$ cat config.mk
export PLATFORM = sky130hd
export DESIGN_NAME = word_entry_unit_flat
export DESIGN_NICKNAME = d
export VERILOG_FILES = /design/src/rtl/word_entry_unit_pkg.sv /design/src/rtl/word_entry_unit_if.sv /design/src/rtl/word_entry_unit_btn_debounce.sv /design/src/rtl/word_entry_unit.sv /design/src/flat_wrapper.sv
export SDC_FILE = /design/constraint.sdc
export NUM_CORES = 1
export LEC_CHECK = 0
export ABC_AREA = 1
export CORE_MARGIN = 1
export CORE_UTILIZATION = 39
export DETAILED_ROUTE_END_ITERATION = 8
export PLACE_DENSITY = 0.64
export SYNTH_ARGS = -nofsm -noshare
export SYNTH_HDL_FRONTEND = slang
export SYNTH_HIERARCHICAL = 1
export SYNTH_SLANG_ARGS = --single-unit
$ cat constraint.sdc
create_clock -name clk -period 3.25 [get_ports clk]
set_clock_uncertainty 0.15 [all_clocks]
set_input_delay 0.65 -clock clk [delete_from_list [all_inputs] [get_ports clk]]
set_output_delay 0.65 -clock clk [all_outputs]
set_load 0.05 [all_outputs]
$ cat src/rtl/word_entry_unit_pkg.sv
// Shared constants and types for the nibble word entry unit and its button debouncer.
package word_entry_unit_pkg;

  typedef enum logic [1:0] {
    UP        = 2'd0,
    DOWN_WAIT = 2'd1,
    DOWN      = 2'd2,
    UP_WAIT   = 2'd3
  } dbState_t;

  localparam int NIBBLE_W         = 4;
  localparam int NIBBLES_PER_WORD = 8;
  localparam int WORD_W           = NIBBLE_W * NIBBLES_PER_WORD;
  localparam int COUNT_W          = 4;

  // Append one nibble at the least significant end; the oldest nibble falls off the top.
  function automatic logic [WORD_W-1:0] shiftIn(input logic [WORD_W-NIBBLE_W-1:0] low,
                                                input logic [NIBBLE_W-1:0] nib);
    return {low, nib};
  endfunction

endpackage

$ cat src/rtl/word_entry_unit_if.sv
// Switch/button inputs and word outputs of the entry unit, grouped as one bus.
interface word_entry_unit_if;
  import word_entry_unit_pkg::*;

  logic [NIBBLE_W-1:0] sw_in;
  logic                enter_btn;
  logic                cancel;
  logic [WORD_W-1:0]   partial_out;
  logic [WORD_W-1:0]   word_out;
  logic [COUNT_W-1:0]  nibble_count;
  logic                word_valid;

  modport master (
    output sw_in, enter_btn, cancel,
    input  partial_out, word_out, nibble_count, word_valid
  );

  modport slave (
    input  sw_in, enter_btn, cancel,
    output partial_out, word_out, nibble_count, word_valid
  );

endinterface

$ cat src/rtl/word_entry_unit_btn_debounce.sv
// Push-button debouncer: 2-flop synchronizer, four-state qualification FSM, one-cycle press strobe.
module btn_debounce
  import word_entry_unit_pkg::*;
#(
  parameter int DB_CYCLES = 250000
) (
  input  logic clk,
  input  logic reset,
  input  logic btnRaw,
  output logic press
);

  localparam int CNT_W = $clog2(DB_CYCLES) + 1;
  localparam logic [CNT_W-1:0] CNT_LAST = CNT_W'(DB_CYCLES - 1);

  logic           btnMetaReg;
  logic           btnSyncReg;
  dbState_t       stateReg;
  dbState_t       stateNext;
  logic [CNT_W-1:0] cntReg;
  logic [CNT_W-1:0] cntNext;

  always_ff @(posedge clk) begin
    if (reset) begin
      btnMetaReg <= 1'b0;
      btnSyncReg <= 1'b0;
      stateReg   <= UP;
      cntReg     <= '0;
    end else begin
      btnMetaReg <= btnRaw;
      btnSyncReg <= btnMetaReg;
      stateReg   <= stateNext;
      cntReg     <= cntNext;
    end
  end

  // The counter stops at CNT_LAST because every path leaves the wait state there.
  always_comb begin
    stateNext = stateReg;
    cntNext   = cntReg;
    press     = 1'b0;
    case (stateReg)
      UP: begin
        if (btnSyncReg) begin
          stateNext = DOWN_WAIT;
          cntNext   = '0;
        end
      end
      DOWN_WAIT: begin
        if (!btnSyncReg) begin
          stateNext = UP;
        end else if (cntReg == CNT_LAST) begin
          stateNext = DOWN;
          press     = 1'b1;
        end else begin
          cntNext = cntReg + 1'b1;
        end
      end
      DOWN: begin
        if (!btnSyncReg) begin
          stateNext = UP_WAIT;
          cntNext   = '0;
        end
      end
      UP_WAIT: begin
        if (btnSyncReg) begin
          stateNext = DOWN;
        end else if (cntReg == CNT_LAST) begin
          stateNext = UP;
        end else begin
          cntNext = cntReg + 1'b1;
        end
      end
      default: begin
        stateNext = UP;
        cntNext   = '0;
      end
    endcase
  end

endmodule

$ cat src/rtl/word_entry_unit.sv
// Assembles eight debounced nibble entries into a 32-bit word; cancel discards the partial word.
module word_entry_unit
  import word_entry_unit_pkg::*;
#(
  parameter int DB_CYCLES = 250000
) (
  input logic              clk,
  input logic              reset,
  word_entry_unit_if.slave bus
);

  localparam logic [COUNT_W-1:0] LAST_NIBBLE = COUNT_W'(NIBBLES_PER_WORD - 1);

  logic [NIBBLE_W-1:0] swMetaReg;
  logic [NIBBLE_W-1:0] swSyncReg;
  logic                cancelMetaReg;
  logic                cancelSyncReg;
  logic                press;

  logic [WORD_W-1:0]   partialReg;
  logic [WORD_W-1:0]   partialNext;
  logic [WORD_W-1:0]   wordReg;
  logic [WORD_W-1:0]   wordNext;
  logic [COUNT_W-1:0]  countReg;
  logic [COUNT_W-1:0]  countNext;
  logic                validReg;
  logic                validNext;

  btn_debounce #(
    .DB_CYCLES(DB_CYCLES)
  ) uEnterDebounce (
    .clk   (clk),
    .reset (reset),
    .btnRaw(bus.enter_btn),
    .press (press)
  );

  always_ff @(posedge clk) begin
    if (reset) begin
      swMetaReg     <= '0;
      swSyncReg     <= '0;
      cancelMetaReg <= 1'b0;
      cancelSyncReg <= 1'b0;
      partialReg    <= '0;
      wordReg       <= '0;
      countReg      <= '0;
      validReg      <= 1'b0;
    end else begin
      swMetaReg     <= bus.sw_in;
      swSyncReg     <= swMetaReg;
      cancelMetaReg <= bus.cancel;
      cancelSyncReg <= cancelMetaReg;
      partialReg    <= partialNext;
      wordReg       <= wordNext;
      countReg      <= countNext;
      validReg      <= validNext;
    end
  end

  // Cancel has priority: a coincident press is dropped and no word completes.
  always_comb begin
    partialNext = partialReg;
    wordNext    = wordReg;
    countNext   = countReg;
    validNext   = 1'b0;
    if (cancelSyncReg) begin
      partialNext = '0;
      countNext   = '0;
    end else if (press) begin
      if (countReg == LAST_NIBBLE) begin
        wordNext    = shiftIn(partialReg[WORD_W-NIBBLE_W-1:0], swSyncReg);
        validNext   = 1'b1;
        partialNext = '0;
        countNext   = '0;
      end else begin
        partialNext = shiftIn(partialReg[WORD_W-NIBBLE_W-1:0], swSyncReg);
        countNext   = countReg + 1'b1;
      end
    end
  end

  assign bus.partial_out  = partialReg;
  assign bus.word_out     = wordReg;
  assign bus.nibble_count = countReg;
  assign bus.word_valid   = validReg;

endmodule

$ cat src/flat_wrapper.sv
// flat-port wrapper written by rule: the top's interface ports become plain ports
module word_entry_unit_flat import word_entry_unit_pkg::*;
#(
  parameter int DB_CYCLES = 250000
)
  (clk, reset, bus_sw_in, bus_enter_btn, bus_cancel, bus_partial_out, bus_word_out, bus_nibble_count, bus_word_valid);
  word_entry_unit_if bus_i ();
  input logic clk;
  input logic reset;
  input wire logic [$bits(bus_i.sw_in)-1:0] bus_sw_in;
  input wire logic [$bits(bus_i.enter_btn)-1:0] bus_enter_btn;
  input wire logic [$bits(bus_i.cancel)-1:0] bus_cancel;
  output wire logic [$bits(bus_i.partial_out)-1:0] bus_partial_out;
  output wire logic [$bits(bus_i.word_out)-1:0] bus_word_out;
  output wire logic [$bits(bus_i.nibble_count)-1:0] bus_nibble_count;
  output wire logic [$bits(bus_i.word_valid)-1:0] bus_word_valid;
  assign bus_i.sw_in = bus_sw_in;
  assign bus_i.enter_btn = bus_enter_btn;
  assign bus_i.cancel = bus_cancel;
  assign bus_partial_out = bus_i.partial_out;
  assign bus_word_out = bus_i.word_out;
  assign bus_nibble_count = bus_i.nibble_count;
  assign bus_word_valid = bus_i.word_valid;
  word_entry_unit #(.DB_CYCLES(DB_CYCLES)) u_core (.clk(clk), .reset(reset), .bus(bus_i));
endmodule
=== Yosys cells after proc, flatten, opt, wreduce, memory -nomap -nowiden ===
Cells that the tools add are included.
Widths: inputs -> output; s select.

* Flip-flop bits (word level): 102
* Input port bits: 8
* Output and inout port bits: 69
* Word-level logic and storage cells: 52

* $add $sub $neg: 2
* Equal/unequal tests: 11
* Muxes and demuxes: 19
* Bitwise gates (word level): 2
* Reduce and logical (&&, ||, !) cells: 6

{| class="wikitable"
|+ Operator list
! operator !! number
|-
| $mux 19 || 5
|-
| $pmux 19 s4 || 1
|-
| $mux 32 || 1
|-
| $add 19x1->19 const B || 1
|-
| $eq 19x18->1 const B || 1
|-
| $mux 2 || 6
|-
| $ne 2x2->1 const B || 4
|-
| $pmux 2 s4 || 1
|-
| $reduce_and 4->1 || 2
|-
| $ne 3x3->1 const B || 2
|-
| $add 4x1->4 const B || 1
|-
| $eq 2x2->1 const B || 2
|-
| $eq 4x3->1 const B || 1
|-
| $mux 1 || 4
|-
| $mux 4 || 1
|-
| $reduce_and 3->1 || 1
|-
| $reduce_or 3->1 || 1
|-
| $eq 2x1->1 const B || 1
|-
| $logic_not 2->1 || 1
|-
| $not 1->1 || 2
|-
| $reduce_or 2->1 || 1
|}

=== Depth between registers and ports, before layout ===
Gate-level depths: netlist (run 1).

* Depth after elaboration: 6
* Mapped depth: 14
* Gate-level depth less buffers: 12

=== Modules after synthesis ===
The synthesis (run 1) kept the hierarchy.

{| class="wikitable"
|+ By module, submodules not included
! module !! times used !! cells each !! area an instance (um^2) !! seq. area each (um^2)
|-
| word_entry_unit || 1 || 413 || 3083.0 || 1581.5
|-
| btn_debounce || 1 || 229 || 1507.7 || 460.4
|}

=== Worst setup path after synthesis (run 1) ===
No wires, ideal clock.

* Path kind: register -> register
* Start: register u_core.uEnterDebounce.cntReg[1]
* End: register u_core.wordReg[10] (netlist: u_core/bus.word_out[10])
* Setup time: 117 ps
* Arrival: 1977 ps
* Path slack: 1007 ps
* Stages on the path, launching flop included: 15
* Clock period less this slack: 2243 ps
* Cells stage by stage: dfxtp_1 -> ha_1 -> nand2_2 -> nor2_8 -> nand3_4 -> nor2_4 -> nand2_4 -> nor3b_1 -> buf_4 -> inv_4 -> nor2_8 -> buf_2 -> nand3_1 -> nand2_1 -> nor2_1

* Cells in the longest elaborated chain, start to end: 5

{| class="wikitable"
|+ RTL lines
! item !! line !! text
|-
| start: declaration || word_entry_unit_btn_debounce.sv:20 || <nowiki>logic [CNT_W-1:0] cntReg;</nowiki>
|-
| start signal: assignment || word_entry_unit_btn_debounce.sv:33 || <nowiki>cntReg <= cntNext;</nowiki>
|-
| $eq 19x18->1 || word_entry_unit_btn_debounce.sv:52 || <nowiki>end else if (cntReg == CNT_LAST) begin</nowiki>
|-
| $mux 1 || word_entry_unit_btn_debounce.sv:52 ||
|-
| $mux 1 || word_entry_unit_btn_debounce.sv:50 || <nowiki>if (!btnSyncReg) begin</nowiki>
|-
| $mux 1 || word_entry_unit_btn_debounce.sv:42 || <nowiki>case (stateReg)</nowiki>
|-
| via u_core.press || word_entry_unit.sv:18 || <nowiki>logic press;</nowiki>
|-
| $reduce_and 3->1 (no source line) || n/a ||
|-
| end signal: assignment || word_entry_unit.sv:54 || <nowiki>wordReg <= wordNext;</nowiki>
|-
| end: declaration || word_entry_unit.sv:22 || <nowiki>logic [WORD_W-1:0] wordReg;</nowiki>
|}

The timed path passes the listed nets, and every way through them passes these cells.
A chain may end at the register's enable or synchronous reset.

=== Worst setup path after layout (run 1) ===
* Start: register u_core.uEnterDebounce.cntReg[1]
* End: register u_core.wordReg[14] (netlist: u_core/bus.word_out[14])

The elaborated chain is that of the path after synthesis.

==> metrics.md, run 1 <==
| Metric | Value |
|---|---|
| Status | finished clean |
| Initial core utilization | 0.400 |
| Final nets | 711 |
| GRT Total Usage | 0.185 |
| P per Cell Area | around 420 nW/um^2 |
| Drt pass-1 iters | 4 |
| CP max FO | 37 |
| Pre-CTS setup slack | between 0.4 and 0.5 ns |
| Synth top area share | 0.445 |
| Num CTS Buffers | 9 |
| Worst skew pair latency | about 0.35 ns |
| Max-cap viol count | 0 |
| Worst IR Drop VDD | 0.290 mV |
| RSZ-0062 raised after global routing | no |
| Final cell count without fillers | 848 |
| Reg power frac | 0.524 |
| Hold Violations, Final | 0 |
| TritonCTS clock tree | built |
| Final setup TNS | 0 ns |
| Initial antenna violation count | 0 |
| Gr ovfl total | 0 |
| Combinational group share of total power | 0.025 |
| Drc violations | 0 |
| WP data required | ~3.3 ns |
| Number of flops mapped to enable cells by yosys | 0 |
| Inst Count DP | 833 |
| CP Capture Type | flop |
| HPWL after detailed placement | approximately 7.6 mm |
| Mean post-synth cell area | between 7 and 8 sq um |
| Sequential-to-total area share from yosys stat | 0.445 |
| Fill cell count | 1127 |
| Main synth FF type | dfxtp_1 |
| Mapped Area | 4590 sq um |
| Yosys reg bits | around 100 |
| Clock sink count | ~100 |
| Count of cell types in the netlist | 33 |
| CP Class | flop to flop |
| Share of total power in the clock network | 0.452 |
| Site Rows | 39 |
| Core area | 11500 sq um |
| CTS Hold Bufs | 0 |
| Post CTS Setup Buffer Count | 0 |
| I/O Buffers | 76 |
| Fmax | 0.351 GHz |
| CTS max path bufs | 2 |
| Max-slew violations | 0 |
| Via count | 4205 |
| Slew @ Worst Pin | just under 1 ns |
| DIE AREA | 12200 sq um |
| Ys async rst share | 0 |
| First-pass GRT wire length | 18.5 mm |
| Worst min path class | flop to flop |
| Final Cycle Share | 0.877 |
| Ant. Diodes | 0 |
| GP Congestion | ~0.91 |
| Root buffer cell | clkbuf_16 |
| Post-Synthesis Cells | 642 |
| Vias in the first global route | ~3800 |
| CTS H-tree lvls | 3 |
| Largest net degree at the start of global routing | 65 |
| Slew headroom | 0.341 |
| Net Sw Power | approximately 530 uW |
| Final setup vio count | 0 |
| Synthesized net count | around 650 |
| YS warnings | 6 |
| Detailed Route WL | about 11 mm |
| Worst EP arrival | just under 3 ns |
| Critical Path Source Type | flop |
| Die Span Y | 110 um |
| Avg WL per Cell | ~13 um |
| Final min period | about 2.9 ns |
| Number of vias per cell | about 5.0 |
| Switching Share | 0.221 |
| Iter 0 DRT Violations | about 230 |
| Die width | 110 um |
| Post-CTS sizing | 0 |
| Synth-to-Final Area Change | 24.3% |
| Final WS setup | roughly 0.4 ns |
| P_leak | between 0.0015 and 0.002 uW |
| Internal power | between 1500 and 2000 uW |
| Layout cells sized above 1 | 0.0794 |
| CTS clock-pin slew for the worst setup and hold paths | 0.07 ns |
| Synth top area cells | dfxtp_1 44%, nand2_1 11%, nand3_1 9.8%, a21oi_1 8.8%, nor2_1 6.3% |
| WHS | 0.248 ns |
| Leading area contributor after synthesis | dfxtp_1 |
| Routed Antenna Nets | 0 |
| Ports | 77 |
metal layers:
metal,vias up,GRT usage,wire length [um],part of all wire
li1,2168,-,-,-
met1,1923,0.243,5020,0.47
met2,98,0.292,4970,0.46
met3,16,0.0384,500,0.047
met4,0,0.0818,207,0.019
met5,-,0,0,0
layout by cell type (no fill, tap or decap), types with 2 or more instances in the layout:
cell type and instances:
nor2_1 77, clkbuf_16 9, nand2_2 10, clkinv_4 3, nand2_1 130, nor2_8 2, inv_2 5, nor2_2 5
inv_1 65, ha_1 2, buf_4 4, a21oi_2 4, clkdlybuf4s50_1 76, o21ai_0 7, nand4_1 8, nor2_4 4
a21oi_1 81, nand3_1 90, nor3_1 2, dfxtp_1 102, xor2_1 4
state kept, by name, indices dropped and copies added (netlist names), named ones only:
name and count:
u_core/bus.partial_out 32, u_core/bus.word_out 32, u_core/uEnterDebounce/cntReg 19, u_core/bus.nibble_count 4
u_core/swMetaReg 4, u_core/swSyncReg 4, u_core/bus.word_valid 1, u_core/cancelMetaReg 1
u_core/cancelSyncReg 1, u_core/uEnterDebounce/btnMetaReg 1, u_core/uEnterDebounce/btnSyncReg 1, u_core/uEnterDebounce/stateReg 1
per-stage QoR:
stage                     utilization  area [sq um]  total power [uW]
after CTS                       0.498          5710              2430
after global placement          0.472          5410              1350
after global routing            0.498          5710              2490
final                           0.498          5710              2410
after floorplan                     -          4590              1330
after detailed placement        0.472          5410              1350
cells in the mapped netlist, types with 2 or more instances:
library cell and number:
nand2_1 130, dfxtp_1 102, nand3_1 90, a21oi_1 81
nor2_1 77, inv_1 65, buf_2 16, nand2_2 10
nand4_1 8, buf_4 7, o21ai_0 7, clkbuf_1 6
inv_2 5, nor2_2 5, a21oi_2 4, nor2_4 4
xor2_1 4, buf_1 3, ha_1 2, nor2_8 2
nor3_1 2
power by group through the flow:
stage,logic [uW],registers [uW],clock network [uW]
2_1_floorplan,42.2,1290,0
4_1_cts,60.1,1260,1110
6_report,59.6,1260,1090
5_1_grt,68.6,1260,1160
3_3_place_gp,59.0,1290,0
3_5_place_dp,60.1,1290,0
path summary, 6_finish.rpt:
check                             to  slack [ns]                             from  cells after the start
max          u_core/bus.word_out[14]        0.40  u_core/uEnterDebounce/cntReg[1]                     13
min              u_core/swSyncReg[0]        0.25              u_core/swMetaReg[0]                      2
max reg2reg  u_core/bus.word_out[14]        0.40  u_core/uEnterDebounce/cntReg[1]                     13
min reg2reg      u_core/swSyncReg[0]        0.25              u_core/swMetaReg[0]                      2
cells by family after synthesis:
family	count (synthesis)	share of synthesized area
AOI/OAI and AO/OA	93	0.105
xor gates and xnor gates	5	0.00954
and+or+nand+nor	335	0.337
buffers and inverters	105	0.0981
DFF	102	0.445
adders and majority gates	2	0.00545
cell type report:
cell class	count	area, sq um	area share
well taps	143	179	0.0314
repair buffers	81	811	0.142
flip-flops and latches	102	2040	0.358
multi-input cells	435	2100	0.369
inverters	72	273	0.0478
clock inverters	6	72.6	0.0127
clock buffers	9	225	0.0395
worst max-delay path: stages, from the launching register on:
cell,delay [ns]
dfxtp_1,0.39
ha_1,0.24
nand2_2,0.12
nor2_8,0.15
nand3_4,0.09
nor2_4,0.13
nand2_4,0.09
nor3b_2,0.28
inv_4,0.21
nor2_8,0.36
buf_12,0.24
nand3_1,0.09
nand2_1,0.10
nor2_1,0.06
No activity file was read; power rests on OpenSTA's default activity.
==> inputs of run 2 (changes only) <==
Settings changed: PLACE_DENSITY 0.64 to 0.63, SYNTH_HIERARCHICAL 1 to default.
==> metrics.md, run 2 <==
| Metric | Value |
|---|---|
| Main synth FF type | dfxtp_1 (unchanged) |
| Num CTS Buffers | 9 (unchanged) |
| Status | finished with violations (was finished clean) |
| Reg power frac | 0.501 (was 0.524) |
| CTS clock-pin slew for the worst setup and hold paths | 0.07 ns (about the same) |
| Net Sw Power | 552 uW (was 531 uW) |
| Fmax | 0.395 GHz (was 0.351 GHz) |
| Post CTS Setup Buffer Count | 0 (unchanged) |
| Post-CTS sizing | 0 (unchanged) |
| Die Span Y | 112 um (was 110 um) |
| Worst IR Drop VDD | 0.243 mV (was 0.290 mV) |
| Hold Violations, Final | 0 (unchanged) |
| RSZ-0062 raised after global routing | no (unchanged) |
| CP Capture Type | flop (unchanged) |
| Worst min path class | flop to flop (unchanged) |
| Busiest layer in global routing | met2 (unchanged) |
| Sequential-to-total area share from yosys stat | 0.436 (was 0.445) |
| Gr ovfl total | 0 (unchanged) |
| Most common cell in the synthesized netlist | nand2_1 (unchanged) |
| Final setup TNS | 0 ns (unchanged) |
| Synth top area cells | dfxtp_1 44%, nand2_1 13%, nor2_1 11%, inv_1 11%, nand4_1 5.3% (was dfxtp_1 44%, nand2_1 11%, nand3_1 9.8%, a21oi_1 8.8%, nor2_1 6.3%) |
| Initial core utilization | 0.405 (was 0.400) |
| YS warnings | 0 (was 6) |
| Count of cell types in the netlist | 24 (was 33) |
| Worst skew pair latency | 0.34 ns (was 0.35 ns) |
| Met2 usage | 0.306 (was 0.292) |
| P_leak | 0.00251 uW (was 0.00200 uW) |
| Layout cells sized above 1 | 0.0497 (was 0.0794) |
| Final min period | 2.53 ns (was 2.85 ns) |
| Core area | 11600 sq um (was 11500 sq um) |
| Synth-to-Final Area Change | 25.1% (was 24.3%) |
| CTS Hold Bufs | 0 (unchanged) |
| HPWL after detailed placement | 7.72 mm (was 7.55 mm) |
| Synth top area share | 0.436 (was 0.445) |
| Worst R2R Path Depth | 9 (was 13) |
| Commonest non-fill, non-tap cell in the layout | nand2_1 (unchanged) |
| Internal power | 1960 uW (was 1880 uW) |
| Leading cell types in the layout, fill and taps excluded | 167 x nand2_1, 135 x inv_1, 135 x nor2_1 (was 130 x nand2_1, 102 x dfxtp_1, 90 x nand3_1) |
| Final Cycle Share | 0.780 (was 0.877) |
| Drt pass-1 iters | 6 (was 4) |
| Hold Path Depth | 2 (unchanged) |
| TritonCTS clock tree | built (unchanged) |
| Met3 GRT Util | 0.0294 (was 0.0384) |
| Mapped Area | 4680 sq um (was 4590 sq um) |
| Iter 0 DRT Violations | 268 (was 234) |
| DIE AREA | 12400 sq um (was 12200 sq um) |
| Detailed Route WL | 10.9 mm (was 10.7 mm) |
| Largest net degree at the start of global routing | 35 (was 65) |
| Inst Count DP | 912 (was 833) |
| Most frequent cells after synthesis | 167 x nand2_1, 137 x nor2_1, 135 x inv_1 (was 130 x nand2_1, 102 x dfxtp_1, 90 x nand3_1) |
| Ant. Diodes | 0 (unchanged) |
| Synthesized net count | 726 (was 652) |
| Initial antenna violation count | 0 (unchanged) |
| Share of total power in the clock network | 0.471 (was 0.452) |
| Final WS setup | 0.715 ns (was 0.399 ns) |
| Final setup vio count | 0 (unchanged) |
| P per Cell Area | 430 nW/um^2 (was 422 nW/um^2) |
| Final nets | 790 (was 711) |
| CP max FO | 34 (was 37) |
| Worst EP arrival | 2.59 ns (was 2.94 ns) |
| Root buffer cell | clkbuf_16 (unchanged) |
| WP data required | 3.30 ns (was 3.34 ns) |
| Routed Antenna Nets | 0 (unchanged) |
| Pre-CTS setup slack | 0.754 ns (was 0.413 ns) |
| Vias in the first global route | 4049 (was 3795) |
| Violated checks | DRC |
| Final cell count without fillers | 928 (was 848) |
| Avg WL per Cell | 11.7 um (was 12.6 um) |
| Ports | 77 (unchanged) |
| Leading area contributor after synthesis | dfxtp_1 (unchanged) |
| Via count | 4285 (was 4205) |
| Max-slew violations | 0 (unchanged) |
| Post-Synthesis Cells | 716 (was 642) |
| M1 GR Usage | 0.239 (was 0.243) |
| GRT Total Usage | 0.185 (about the same) |
| Number of vias per cell | 4.62 (was 4.96) |
| Site Rows | 39 (unchanged) |
| First-pass GRT wire length | 18.8 mm (was 18.5 mm) |
| I/O Buffers | 76 (unchanged) |
| Combinational group share of total power | 0.028 (was 0.025) |
| Mean post-synth cell area | 6.53 sq um (was 7.15 sq um) |
| Critical Path Source Type | flop (unchanged) |
| GP Congestion | 0.856 (was 0.907) |
| Max-cap viol count | 0 (unchanged) |
| CP Class | flop to flop (unchanged) |
| Clock sink count | 102 (unchanged) |
| Drc violations | 9 (was 0) |
| CTS H-tree lvls | 3 (unchanged) |
| Die width | 112 um (was 110 um) |
| Ys async rst share | 0 (unchanged) |
| Slew headroom | 0.560 (was 0.341) |
| Slew @ Worst Pin | 0.658 ns (was 0.988 ns) |
| Yosys reg bits | 102 (unchanged) |
| Number of flops mapped to enable cells by yosys | 0 (unchanged) |
| CTS max path bufs | 2 (unchanged) |
| Switching Share | 0.219 (was 0.221) |
-- run 2: cells by family after synthesis --
group | count (synthesis) | synth area share
AO/OA/AOI/OAI | 50 | 0.0540
XOR/XNOR | 6 | 0.0112
adder cells (fa/ha/maj) | 2 | 0.00535
buffers and inverters | 173 | 0.149
flip-flops | 102 | 0.436
AND/OR/NAND/NOR | 383 | 0.344
-- run 2: through the flow --
stage	area [sq um]	total power, uW	util	hold WS [ns]
floorplan	4680	1340	-	0.238
global placement	5520	1360	0.478	0.245
detailed placement	5520	1360	0.478	0.246
CTS	5850	2540	0.506	0.256
global route	5850	2610	0.506	0.281
finish	5850	2520	0.506	0.254
-- run 2: critical path, cell delays in order, from the launching register on --
cell and delay (ns):
dfxtp_1 0.37, ha_1 0.21, nand2_1 0.08, nor2_2 0.21, nand4_1 0.19, nor2_4 0.21
nand2_2 0.37, buf_4 0.39, o21ai_1 0.15, nor2_1 0.05
-- run 2: worst paths after layout --
path	slack, ns	to	from
setup / recovery	0.72	u_core.bus.partial_out[1]	u_core.uEnterDebounce.cntReg[0]
setup reg to reg	0.72	u_core.bus.partial_out[1]	u_core.uEnterDebounce.cntReg[0]
hold / removal	0.25	u_core.swSyncReg[1]	u_core.swMetaReg[1]
hold reg to reg	0.25	u_core.swSyncReg[1]	u_core.swMetaReg[1]
-- run 2: power by group through the flow --
stage / sequential [uW] / combinational (uW) / clock, uW
2_1_floorplan: 1290 / 48.3 / 0
3_3_place_gp: 1290 / 71.0 / 0
3_5_place_dp: 1290 / 71.3 / 0
4_1_cts: 1260 / 71.5 / 1210
5_1_grt: 1260 / 80.5 / 1270
6_report: 1260 / 70.7 / 1190
-- run 2: per-layer routing --
layer,vias up,part of all wire
met1,1890,0.48
met4,0,0.017
met2,91,0.46
met5,-,0
met3,14,0.042
li1,2290,-
-- run 2: area by class of cell --
type / count / area, sq um
Fill cell: 1132 / 5710
Tap cell: 143 / 179
Sequential cell: 102 / 2040
Inverter: 141 / 529
Clock inverter: 7 / 105
Clock buffer: 9 / 225
Timing Repair Buffer: 85 / 828
Multi-Input combinational cell: 441 / 1940
==> inputs of run 3 (changes only) <==
Settings changed: PLACE_DENSITY 0.63 to 0.66.
Clock period 3.25 ns to 2.3 ns, I/O delays scaled along.
==> metrics.md, run 3 (synthesized netlist as in run 2, its figures left out) <==
| Metric | Value |
|---|---|
| Final setup vio count | 0 (unchanged) |
| Crit-path max cell delay | 0.85 ns (was 0.39 ns) |
| Layout cells sized above 1 | 0.0605 (was 0.0497) |
| Clock sink count | 102 (unchanged) |
| Worst min path class | flop to flop (unchanged) |
| Buffers & Inverters on Critical Path | 1 (unchanged) |
| Gr ovfl total | 0 (unchanged) |
| Iter 0 DRT Violations | 235 (was 268) |
| Root buffer cell | clkbuf_16 (unchanged) |
| Worst EP arrival | 1.60 ns (was 2.59 ns) |
| P per Cell Area | 584 nW/um^2 (was 430 nW/um^2) |
| I/O Buffers | 76 (unchanged) |
| CP max FO | 5 (was 34) |
| First-pass GRT wire length | 18.7 mm (was 18.8 mm) |
| FF-to-FF End | u_core.bus.partial_out[18] (was u_core.bus.partial_out[1]) |
| Final WS setup | 0.0937 ns (was 0.715 ns) |
| Final nets | 799 (was 790) |
| Detailed Route WL | 10.9 mm (about the same) |
| Vias in the first global route | 4068 (was 4049) |
| Routed Antenna Nets | 0 (unchanged) |
| Largest net degree at the start of global routing | 39 (was 35) |
| Worst hold start | u_core.uEnterDebounce.btnMetaReg (was u_core.swMetaReg[1]) |
| Num CTS Buffers | 9 (unchanged) |
| Final min period | between 2 and 2.5 ns |
| Leading cell types in the layout, fill and taps excluded | 167 x nand2_1, 135 x inv_1, 135 x nor2_1 (unchanged) |
| Pre-CTS setup slack | 0.207 ns (was 0.754 ns) |
| Status | finished with violations (unchanged) |
| WHS | 0.251 ns (was 0.254 ns) |
| CP Capture Type | primary output (was flop) |
| Ports | 77 (unchanged) |
| R2r startpoint | u_core.uEnterDebounce.cntReg[1] (was u_core.uEnterDebounce.cntReg[0]) |
| Synth-to-Final Area Change | 26.1% (was 25.1%) |
| HPWL after detailed placement | 7.83 mm (was 7.72 mm) |
| Drt pass-1 iters | 7 (was 6) |
| Number of vias per cell | 4.68 (was 4.62) |
| GRT Total Usage | 0.184 (was 0.185) |
| Die width | 112 um (unchanged) |
| Initial antenna violation count | 0 (unchanged) |
| Final setup TNS | 0 ns (unchanged) |
| CTS clock-pin slew for the worst setup and hold paths | 0.07 ns (about the same) |
| RSZ-0062 raised after global routing | no (unchanged) |
| Worst skew pair latency | 0.34 ns (about the same) |
| CP top delay family | buffers and inverters (was simple AND/OR/NAND/NOR gates) |
| Max-cap viol count | 0 (unchanged) |
| Site Rows | 39 (unchanged) |
| Worst R2R Path Depth | 10 (was 9) |
| Drc violations | 7 (was 9) |
| Commonest non-fill, non-tap cell in the layout | nand2_1 (unchanged) |
| Via count | 4388 (was 4285) |
| Die Span Y | 112 um (unchanged) |
| CTS max path bufs | 2 (unchanged) |
| CP Class | flop to primary output (was flop to flop) |
| FF-to-FF setup slack | 0.24 ns (was 0.72 ns) |
| Hold Violations, Final | 0 (unchanged) |
| Slew headroom | 0.647 (was 0.560) |
| Crit-path slowest cell | clkdlybuf4s50_1 (was buf_4) |
| Worst IR Drop VDD | 0.337 mV (was 0.243 mV) |
| Max-slew violations | 0 (unchanged) |
| Worst Hold End | u_core.uEnterDebounce.btnSyncReg (was u_core.swSyncReg[1]) |
| Critical path cell sequence | clkdlybuf4s50_1 (was ha_1 > nand2_1 > nor2_2 > nand4_1 > nor2_4 > nand2_2 > buf_4 > o21ai_1 > nor2_1) |
| Final Util | 0.510 (was 0.506) |
| Initial core utilization | 0.405 (unchanged) |
| Critical Path Source Type | flop (unchanged) |
| Final Cycle Share | 0.959 |
| P_leak | 0.00255 uW (was 0.00251 uW) |
| Ant. Diodes | 0 (unchanged) |
| Slew @ Worst Pin | 0.527 ns (was 0.658 ns) |
| GP Congestion | 0.892 (was 0.856) |
| Core area | 11600 sq um (unchanged) |
| Fmax | between 0.4 and 0.5 GHz |
| WP data required | 1.69 ns (was 3.30 ns) |
| DIE AREA | 12400 sq um (unchanged) |
| TritonCTS clock tree | built (unchanged) |
| CTS H-tree lvls | 3 (unchanged) |
| Avg WL per Cell | 11.6 um (was 11.7 um) |
| Hold Path Depth | 2 (unchanged) |
| Violated checks | DRC (unchanged) |
[run 3: cell types whose count changed in the layout (fill, tap and decap cells not counted)]
cell and change:
clkinv_2 +1, buf_4 +9, nor2_2 -1, inv_6 +1, clkinv_4 -1, bufinv_16 -1, nor2_4 +1
[run 3: metal layers]
| layer | share of wire | global-route usage | wire (um) |
|---|---|---|---|
| met3 | 0.057 | 0.0332 | 622 |
| met4 | 0.018 | 0.0694 | 194 |
| met1 | 0.46 | 0.244 | 5040 |
| met5 | 0 | 0 | 0 |
| met2 | 0.46 | 0.297 | 5010 |
[run 3: area by class of cell]
type                       count  area (sq um)
fill                        1150          5660
sequential                   102          2040
multi-input combinational    441          1950
timing repair buffer          94           896
inverter                     141           529
clock buffer                   9           225
tap                          143           179
clock inverter                 7          80.1
[run 3: what timing repair did]
item,in CTS,in global routing
hold buffers,0,0
setup buffers,0,1
gates resized for setup,0,1
endpoints found under the setup margin,0,1
[run 3: power by group]
group / internal [uW] / leakage, uW / switching [uW] / total, uW
sequential: 1780 / 0.000824 / 4.80 / 1780
combinational: 36.5 / 0.00157 / 70.8 / 107
clock: 860 / 0.000148 / 701 / 1560
total: 2670 / 0.00255 / 777 / 3450
[run 3: how the worst max path moves through the flow]
stage | endpoint | from | cells past startpoint
6_report | bus_nibble_count[0] | u_core.bus.nibble_count[0] | 1
5_1_grt | bus_nibble_count[0] | u_core.bus.nibble_count[0] | 1
4_1_cts | bus_nibble_count[0] | u_core.bus.nibble_count[0] | 1
3_5_place_dp | u_core.bus.partial_out[18] | u_core.uEnterDebounce.cntReg[0] | 10
3_3_place_gp | u_core.bus.word_out[31] | u_core.uEnterDebounce.cntReg[0] | 9
2_1_floorplan | u_core.bus.word_out[10] | u_core.bus.nibble_count[0] | 7
[run 3: through the flow]
stage / power [uW] / instances / instance area (sq um)
after floorplan: 1890 / 716 / 4680
after global placement: 1930 / 920 / 5580
after detailed placement: 1930 / 920 / 5580
after CTS: 3490 / 936 / 5890
after global routing: 3570 / 937 / 5900
final: 3450 / 937 / 5900
